<file path="src/rtl/instr_fetch_pkg.sv">
// Shared fetch-stage definitions.
// Contents:
//   NOP_INSTR_DEF  - canonical bubble instruction (addi x0,x0,0)
//   fetch_state_t  - fetch FSM encoding (IF_REQ / IF_WAIT)
package instr_fetch_pkg;

    localparam logic [31:0] NOP_INSTR_DEF = 32'h0000_0013;

    typedef enum logic {
        IF_REQ  = 1'b0,
        IF_WAIT = 1'b1
    } fetch_state_t;

endpackage

</file>
<file path="src/rtl/instr_fetch_skid_buf.sv">
// One-entry {pc, instr} holding buffer that catches a fetch response
// arriving while the IF/ID register is stalled.
// Ports:
//   clk, rst          - clock, synchronous active-high reset
//   push, push_pc,
//   push_instr        - capture an entry
//   pop               - release the entry to the IF/ID register
//   flush             - drop the entry (redirect)
//   full              - entry is occupied
//   pc, instr         - stored entry
module instr_fetch_skid_buf #(
    parameter int PC_WIDTH   = 32,
    parameter int DATA_WIDTH = 32
) (
    input  logic                  clk,
    input  logic                  rst,
    input  logic                  push,
    input  logic                  pop,
    input  logic                  flush,
    input  logic [PC_WIDTH-1:0]   push_pc,
    input  logic [DATA_WIDTH-1:0] push_instr,
    output logic                  full,
    output logic [PC_WIDTH-1:0]   pc,
    output logic [DATA_WIDTH-1:0] instr
);

    always_ff @(posedge clk) begin
        if (rst) begin
            full  <= 1'b0;
            pc    <= '0;
            instr <= '0;
        end else if (flush) begin
            full <= 1'b0;
        end else if (push) begin
            full  <= 1'b1;
            pc    <= push_pc;
            instr <= push_instr;
        end else if (pop) begin
            full <= 1'b0;
        end
    end

endmodule

</file>
<file path="src/rtl/instr_fetch.sv">
// Instruction fetch stage: owns the fetch PC, drives a single-outstanding
// req/gnt/rvalid instruction memory port and presents fetched instructions
// to decode through the IF/ID register. Honours decode stall and EX redirect.
//
//   state   | meaning
//   --------+-----------------------------------------
//   IF_REQ  | no request outstanding
//   IF_WAIT | one request granted, response pending
//
// Ports:
//   clk, rst                 - clock, synchronous active-high reset
//   stall                    - hold the IF/ID register
//   redirect, redirect_pc    - branch/jump redirect from EX
//   imem_req, imem_addr      - fetch request (address word aligned)
//   imem_gnt                 - request accepted this cycle
//   imem_rvalid, imem_rdata  - fetch response
//   if_valid, if_pc,
//   if_instruction           - IF/ID register contents
module instr_fetch
    import instr_fetch_pkg::*;
#(
    parameter int                   PC_WIDTH   = 32,
    parameter int                   DATA_WIDTH = 32,
    parameter logic [PC_WIDTH-1:0]  RESET_PC   = '0,
    parameter logic [DATA_WIDTH-1:0] NOP_INSTR = NOP_INSTR_DEF
) (
    input  logic                  clk,
    input  logic                  rst,
    input  logic                  stall,
    input  logic                  redirect,
    input  logic [PC_WIDTH-1:0]   redirect_pc,
    output logic                  imem_req,
    output logic [PC_WIDTH-1:0]   imem_addr,
    input  logic                  imem_gnt,
    input  logic                  imem_rvalid,
    input  logic [DATA_WIDTH-1:0] imem_rdata,
    output logic                  if_valid,
    output logic [PC_WIDTH-1:0]   if_pc,
    output logic [DATA_WIDTH-1:0] if_instruction
);

    fetch_state_t          state, state_next;
    logic                  kill, kill_next;
    logic [PC_WIDTH-1:0]   fetch_pc, fetch_pc_next;
    logic [PC_WIDTH-1:0]   req_pc, req_pc_next;
    logic                  valid_next;
    logic [PC_WIDTH-1:0]   pc_next;
    logic [DATA_WIDTH-1:0] instr_next;

    logic                  resp, resp_live, out_free, grant;
    logic                  skid_push, skid_pop, skid_full;
    logic [PC_WIDTH-1:0]   skid_pc;
    logic [DATA_WIDTH-1:0] skid_instr;

    instr_fetch_skid_buf #(
        .PC_WIDTH   (PC_WIDTH),
        .DATA_WIDTH (DATA_WIDTH)
    ) u_skid (
        .clk        (clk),
        .rst        (rst),
        .push       (skid_push),
        .pop        (skid_pop),
        .flush      (redirect),
        .push_pc    (req_pc),
        .push_instr (imem_rdata),
        .full       (skid_full),
        .pc         (skid_pc),
        .instr      (skid_instr)
    );

    assign imem_addr = fetch_pc;

    always_comb begin
        resp      = (state == IF_WAIT) && imem_rvalid;
        resp_live = resp && !kill;
        out_free  = !if_valid || !stall;

        // Back-to-back issue only when this cycle's response lands in the
        // output register; a response headed for the skid must be the last
        // one in flight, otherwise the next could arrive with nowhere to go.
        imem_req  = !rst && !redirect && !skid_full &&
                    ((state == IF_REQ) || (resp_live && out_free));
        grant     = imem_req && imem_gnt;
        skid_push = resp_live && !out_free && !redirect;
        skid_pop  = if_valid && !stall && skid_full && !redirect;

        state_next    = state;
        kill_next     = kill;
        fetch_pc_next = fetch_pc;
        req_pc_next   = req_pc;
        valid_next    = if_valid;
        pc_next       = if_pc;
        instr_next    = if_instruction;

        if (redirect) begin
            fetch_pc_next = redirect_pc & ~PC_WIDTH'(3);
            valid_next    = 1'b0;
            instr_next    = NOP_INSTR;
            // An in-flight request cannot be cancelled on the bus, so its
            // response is marked for discard and we keep waiting for it.
            if ((state == IF_WAIT) && !imem_rvalid) begin
                kill_next  = 1'b1;
                state_next = IF_WAIT;
            end else begin
                kill_next  = 1'b0;
                state_next = IF_REQ;
            end
        end else begin
            if (grant) begin
                fetch_pc_next = fetch_pc + PC_WIDTH'(4);
                req_pc_next   = fetch_pc;
                state_next    = IF_WAIT;
            end else if (resp) begin
                state_next = IF_REQ;
            end
            if (resp) begin
                kill_next = 1'b0;
            end

            // The skid is only ever full while no request is outstanding,
            // so a live response and a skid drain never coincide.
            if (resp_live && out_free) begin
                valid_next = 1'b1;
                pc_next    = req_pc;
                instr_next = imem_rdata;
            end else if (if_valid && !stall) begin
                if (skid_full) begin
                    pc_next    = skid_pc;
                    instr_next = skid_instr;
                end else begin
                    valid_next = 1'b0;
                    instr_next = NOP_INSTR;
                end
            end
        end
    end

    always_ff @(posedge clk) begin
        if (rst) begin
            state          <= IF_REQ;
            kill           <= 1'b0;
            fetch_pc       <= RESET_PC;
            req_pc         <= '0;
            if_valid       <= 1'b0;
            if_pc          <= '0;
            if_instruction <= NOP_INSTR;
        end else begin
            state          <= state_next;
            kill           <= kill_next;
            fetch_pc       <= fetch_pc_next;
            req_pc         <= req_pc_next;
            if_valid       <= valid_next;
            if_pc          <= pc_next;
            if_instruction <= instr_next;
        end
    end

endmodule
</file>
<file path="config.mk">
export PLATFORM = sky130hd
export DESIGN_NAME = instr_fetch
export DESIGN_NICKNAME = d
export VERILOG_FILES = /design/src/rtl/instr_fetch_pkg.sv /design/src/rtl/instr_fetch_skid_buf.sv /design/src/rtl/instr_fetch.sv
export SDC_FILE = /design/constraint.sdc
export NUM_CORES = 1
export LEC_CHECK = 0
export BUFFER_PORTS_ARGS = -buffer_cell sky130_fd_sc_hd__buf_2
export CORE_ASPECT_RATIO = 1.4
export CORE_MARGIN = 2
export CORE_UTILIZATION = 35
export CTS_BUF_LIST = sky130_fd_sc_hd__clkbuf_4 sky130_fd_sc_hd__clkbuf_8
export CTS_CLUSTER_DIAMETER = 50
export CTS_CLUSTER_SIZE = 10
export DETAILED_ROUTE_END_ITERATION = 8
export HOLD_SLACK_MARGIN = 0.03
export PLACE_DENSITY = 0.57
export SYNTH_ARGS = -nofsm -noshare
export SYNTH_HDL_FRONTEND = slang
export SYNTH_SLANG_ARGS = --single-unit
</file>
<file path="constraint.sdc">
create_clock -name clk -period 2.75 [get_ports clk]
set_clock_uncertainty 0.1 [all_clocks]
set_input_delay 0.275 -clock clk [delete_from_list [all_inputs] [get_ports clk]]
set_output_delay 0.275 -clock clk [all_outputs]
set_load 0.02 [all_outputs]
</file>
# Word level (Yosys, flattened, before mapping)
# Index checks and enable logic that the tools add are counted.
dict set report totals {
  regBits 196
  wordCells 67
}
dict set report classes {
  n_addsub 1
  eq_ne 1
  muxes 18
  bitwise_logic 2
  n_reduce_logical 34
}
# cell count
set ops {}
lappend ops {{32-bit two-way mux} 8}
lappend ops {{32-bit by 3-bit adder with 32-bit output (second input constant)} 1}
lappend ops {{1-bit logical AND} 13}
lappend ops {{1-bit two-way mux} 10}
lappend ops {{2-bit nonzero test} 5}
lappend ops {{1-bit zero test} 8}
lappend ops {{2-bit AND reduction} 3}
lappend ops {{3-bit AND reduction} 1}
lappend ops {{3-bit nonzero test} 1}
lappend ops {{1-bit logical OR} 2}
lappend ops {{2-bit inequality test (second input constant)} 1}
lappend ops {{1-bit NOT} 2}
lappend ops {{2-bit OR reduction} 1}

# Longest topological paths before layout
dict set report logic_depth {
  depth_word 8
  ltp_mapped 8
  mapped_depth_nobuf 6
}

# By module
# From an unflattened synthesis, not the netlist that was laid out.
dict set report hier_totals {
  cells_unflattened 1023
  area_unflattened_um2 8956.1
}
# mod n_inst cells_each area_each_um2 seq_area_each_um2
set by_module_without_submodules {}
lappend by_module_without_submodules {instr_fetch 1 727 5688.0 2542.4}
lappend by_module_without_submodules {instr_fetch_skid_buf 1 296 3268.1 1301.2}

# Worst setup path after synthesis
# Ideal clock, no wire load.
dict set report synth_timing {
  kind {reg2reg}
  startpoint {register fetch_pc[2] (netlist: imem_addr[2])}
  endpoint {register fetch_pc[28] (netlist: imem_addr[28])}
  setup_ns 0.091
  arrival_ns 2.252
  path_slack_ns 0.307
  path_stages_with_launch 8
  cell_sequence {dfxtp_1 -> ha_1 -> nand3_1 -> or2_1 -> or3_4 -> buf_6 -> or4_1 -> a311oi_1}
}
dict set report synth_via {
  elab_chain_len 3
}
# item line
set synth_lines {}
lappend synth_lines {{from (decl)} instr_fetch.sv:44} ;# logic [PC_WIDTH-1:0] fetch_pc, fetch_pc_next;
lappend synth_lines {{from (signal assigned)} instr_fetch.sv:150} ;# fetch_pc <= fetch_pc_next;
lappend synth_lines {{32-bit by 3-bit adder with 32-bit output} instr_fetch.sv:110} ;# fetch_pc_next = fetch_pc + PC_WIDTH'(4);
lappend synth_lines {{32-bit two-way mux} instr_fetch.sv:109} ;# if (grant) begin
lappend synth_lines {{32-bit two-way mux} instr_fetch.sv:95} ;# if (redirect) begin
# No other way between the ends. The select of a mux whose other input is x is not followed.
# A chain may end at the register's enable or synchronous reset.

# Worst setup path after layout
dict set report layout_timing {
  startpoint {register fetch_pc[3] (netlist: imem_addr[3])}
  endpoint {register fetch_pc[22] (netlist: imem_addr[22])}
}
# Same word-level chain as after synthesis.

==> key figures <==
Global routing
  • Grt met3 use: 4.276%
  • Number of antenna violations at the first check in global routing: 0
  • Grt met2 use: 34.62%
  • First-pass GRT wire length: 36.98 mm
  • Total grt overflow: 0
  • Grt peak-use layer: met2
  • Vias in the first global route: 7,040
  • Largest net degree at the start of global routing: 103
  • Global Route Usage Sum: 19.88%
  • M1 GR Usage: 23.80%

Placement
  • IO Port Bufs: 161
  • Routability cong.: 0.8418
  • Hpwl dp: 14.86 mm

Cells and area
  • # diodes: 0
  • Commonest non-fill, non-tap cells in the layout: nand2_1, dfxtp_1, buf_2
  • Most common cell after layout, fill and taps aside: nand2_1
  • Fillcell total: 2,193
  • Layout cell share with drive strength beyond 1: 19.68%
  • Final core occ: 45.23%
  • P&R area growth vs syn: 26.96%
  • Nets@finish: 1,242

CTS
  • Sink Count: 188
  • Root Driver: clkbuf_8
  • Num CTS Buffers: 17
  • CTS tree: done
  • Clock slew at reported path FFs: 100 ps
  • Clock Latency Late Sink: 470 ps
  • Number of hold buffers added after CTS: 60
  • H-tree levels: 4
  • # Post-CTS Setup Buffers: 0
  • Max clock buf depth: 2
  • Post-CTS Resized: 0

Floorplan
  • Die height: 180.5 µm
  • Die area: 23,480 µm²
  • Die X-Extent: 130.1 µm
  • Initial Util: 35.62%
  • Ports: 168
  • Core area: 21,860 µm²
  • Cell Rows: 64

Worst hold path
  • HP Start: redirect_pc[9]
  • Class of the most critical hold timing path: in2reg

STA
  • RSZ-0062 raised after global routing: no
  • # setup viols final: 0
  • Final Hold Viols: 0
  • Minimum clock period: 2484 ps
  • Setup TNS: 0 ps
  • Slew margin rel.: 27.70%
  • Worst-margin pin slew: 1085 ps
  • Fin crit share: 90.34%
  • F_max: 402.5 MHz
  • Slew Limit Fails: 0

Synthesis
  • Synth unique cells: 50
  • Synth Warn #: 0
  • Sequential share of the synthesized area: 48.33%
  • Synthesized area per cell: 7.834 µm²
  • Netlist Area Pre-Place: 7787 µm²
  • Main synth FF type: dfxtp_1
  • Number of flops mapped to enable cells by yosys: 0
  • Async S/R FF share, synth: 0%
  • Cells after Synth: 994
  • #FFs+latches synth: 188

Routing
  • Drt first pass iters: 5
  • Routed via count: 7,535
  • Drt wl/cell: 15.62 µm
  • Antenna-violating nets left: 0
  • Average via count per standard cell: 5.088
  • Routed WL: 23.14 mm
  • Initial DRC count: 437
  • # DRC: 0

Critical path
  • Startpoint Class: flip-flop
  • Critical path capture point type: flip-flop
  • Crit. Startpoint: imem_addr[3]
  • Critical path class: reg2reg
  • RR Startpoint: imem_addr[3]
  • Worst EP arrival: 2760 ps
  • WP data required: 3020 ps
  • Crit Path Max Fanout: 20

Pwr
  • P_leak: 3.496 nW
  • VDD IR-drop max: 0.3686 mV
  • Pwr Density: 532.5 nW/µm²

Run status
  • Outcome: finished clean

Job
  • Max-cap violations: 0
-- critical path, stage by stage (launching register included) --
cell and delay, ps:
dfxtp_1 420, ha_1 220, nand3_1 110, or2_1 310
or3_4 460, or4_1 530, a311oi_1 240
-- synth_stat cells, types with 2 or more instances --
| master | n | area (µm²) |
|---|---|---|
| or2_2 | 2 | 12.51 |
| or4_1 | 8 | 60.06 |
| buf_4 | 4 | 30.03 |
| or3_1 | 8 | 50.05 |
| nor2b_1 | 2 | 12.51 |
| nand2_1 | 290 | 1089 |
| a21oi_1 | 100 | 500.5 |
| nor2_1 | 86 | 322.8 |
| nor3_1 | 7 | 35.03 |
| o211ai_1 | 3 | 22.52 |
| nand3_1 | 42 | 210.2 |
| a311oi_1 | 74 | 648.1 |
| xnor2_1 | 7 | 61.31 |
| or2_1 | 2 | 12.51 |
| o21ai_0 | 10 | 50.05 |
| buf_6 | 3 | 33.78 |
| nand3b_1 | 4 | 30.03 |
| clkbuf_1 | 80 | 300.3 |
| or3_4 | 2 | 22.52 |
| o31ai_1 | 8 | 60.06 |
| inv_1 | 6 | 22.52 |
| buf_2 | 2 | 10.01 |
| and4_1 | 3 | 26.28 |
| a211oi_1 | 11 | 82.58 |
| dfxtp_1 | 188 | 3764 |
| nand4_1 | 7 | 43.79 |
| nand2b_1 | 5 | 31.28 |
| o31a_1 | 3 | 26.28 |
| nor4_1 | 6 | 37.54 |
-- cell families after synthesis --
kind of cell	count (synthesis)	synth area share, %
flip-flops	188	48.33
other	1	0.04815
adder cells (fa/ha/maj)	1	0.1606
AND/OR/NAND/NOR	479	26.21
multiplexers	1	0.1285
buffers and inverters	97	5.189
AO/OA/AOI/OAI	219	19.04
XOR/XNOR	8	0.8998
-- power by group --
part / switching, mW / total (mW) / internal (mW)
Clock: 1.15 / 1.96 / 0.813
Combinational: 0.271 / 0.462 / 0.192
Sequential: 0.0633 / 2.84 / 2.78
Total: 1.48 / 5.26 / 3.78
-- registers in the layout (all words and copies together), names as in the netlist --
| name | count |
|---|---|
| kill | 1 |
| if_valid | 1 |
| imem_addr | 30 |
| u_skid.pc | 30 |
| state | 1 |
| u_skid.full | 1 |
| req_pc | 30 |
| if_pc | 30 |
| u_skid.instr | 32 |
| if_instruction | 32 |
-- metal layers --
| layer | up-vias | part of all wire [%] |
|---|---|---|
| li1 | 3798 | - |
| met1 | 3506 | 40 |
| met2 | 201 | 52 |
| met3 | 30 | 5.2 |
| met4 | 0 | 2.3 |
| met5 | - | 0 |
-- metrics by stage --
| stage | worst slack (ps) | hold WS (ps) | total power, mW | cell area [µm²] | instances |
|---|---|---|---|---|---|
| floorplan | 307.3 | 277.3 | 3.118 | 7799 | 997 |
| global placement | 362.1 | 338.8 | 3.300 | 8853 | 1389 |
| detailed placement | 298.3 | 342.1 | 3.300 | 8853 | 1389 |
| CTS | 288.1 | 35.51 | 5.343 | 9887 | 1481 |
| global route | 96.46 | 33.86 | 5.503 | 9887 | 1481 |
| finish | 265.7 | 54.08 | 5.264 | 9887 | 1481 |
-- path summary, 6_finish.rpt --
| path | endpoint | slack [ps] | cells past startpoint |
|---|---|---|---|
| worst max-delay path | imem_addr[22] | 270 | 6 |
| worst min-delay path | imem_addr[9] | 50 | 3 |
| worst max register to register | imem_addr[22] | 270 | 6 |
| worst min register to register | u_skid.instr[1] | 350 | 2 |
-- cell type report --
cell class	count	area (µm²)	share of cell area, %
Multi-Input combinational cell	712	3666	37.08
Sequential cell	188	3764	38.07
Clock inverter	14	185.2	1.873
Inverter	7	26.28	0.2658
Tap cell	297	371.6	3.759
Clock buffer	18	247.7	2.506
Timing Repair Buffer	245	1627	16.45
Note: power is estimated with default switching activity, not from simulation.
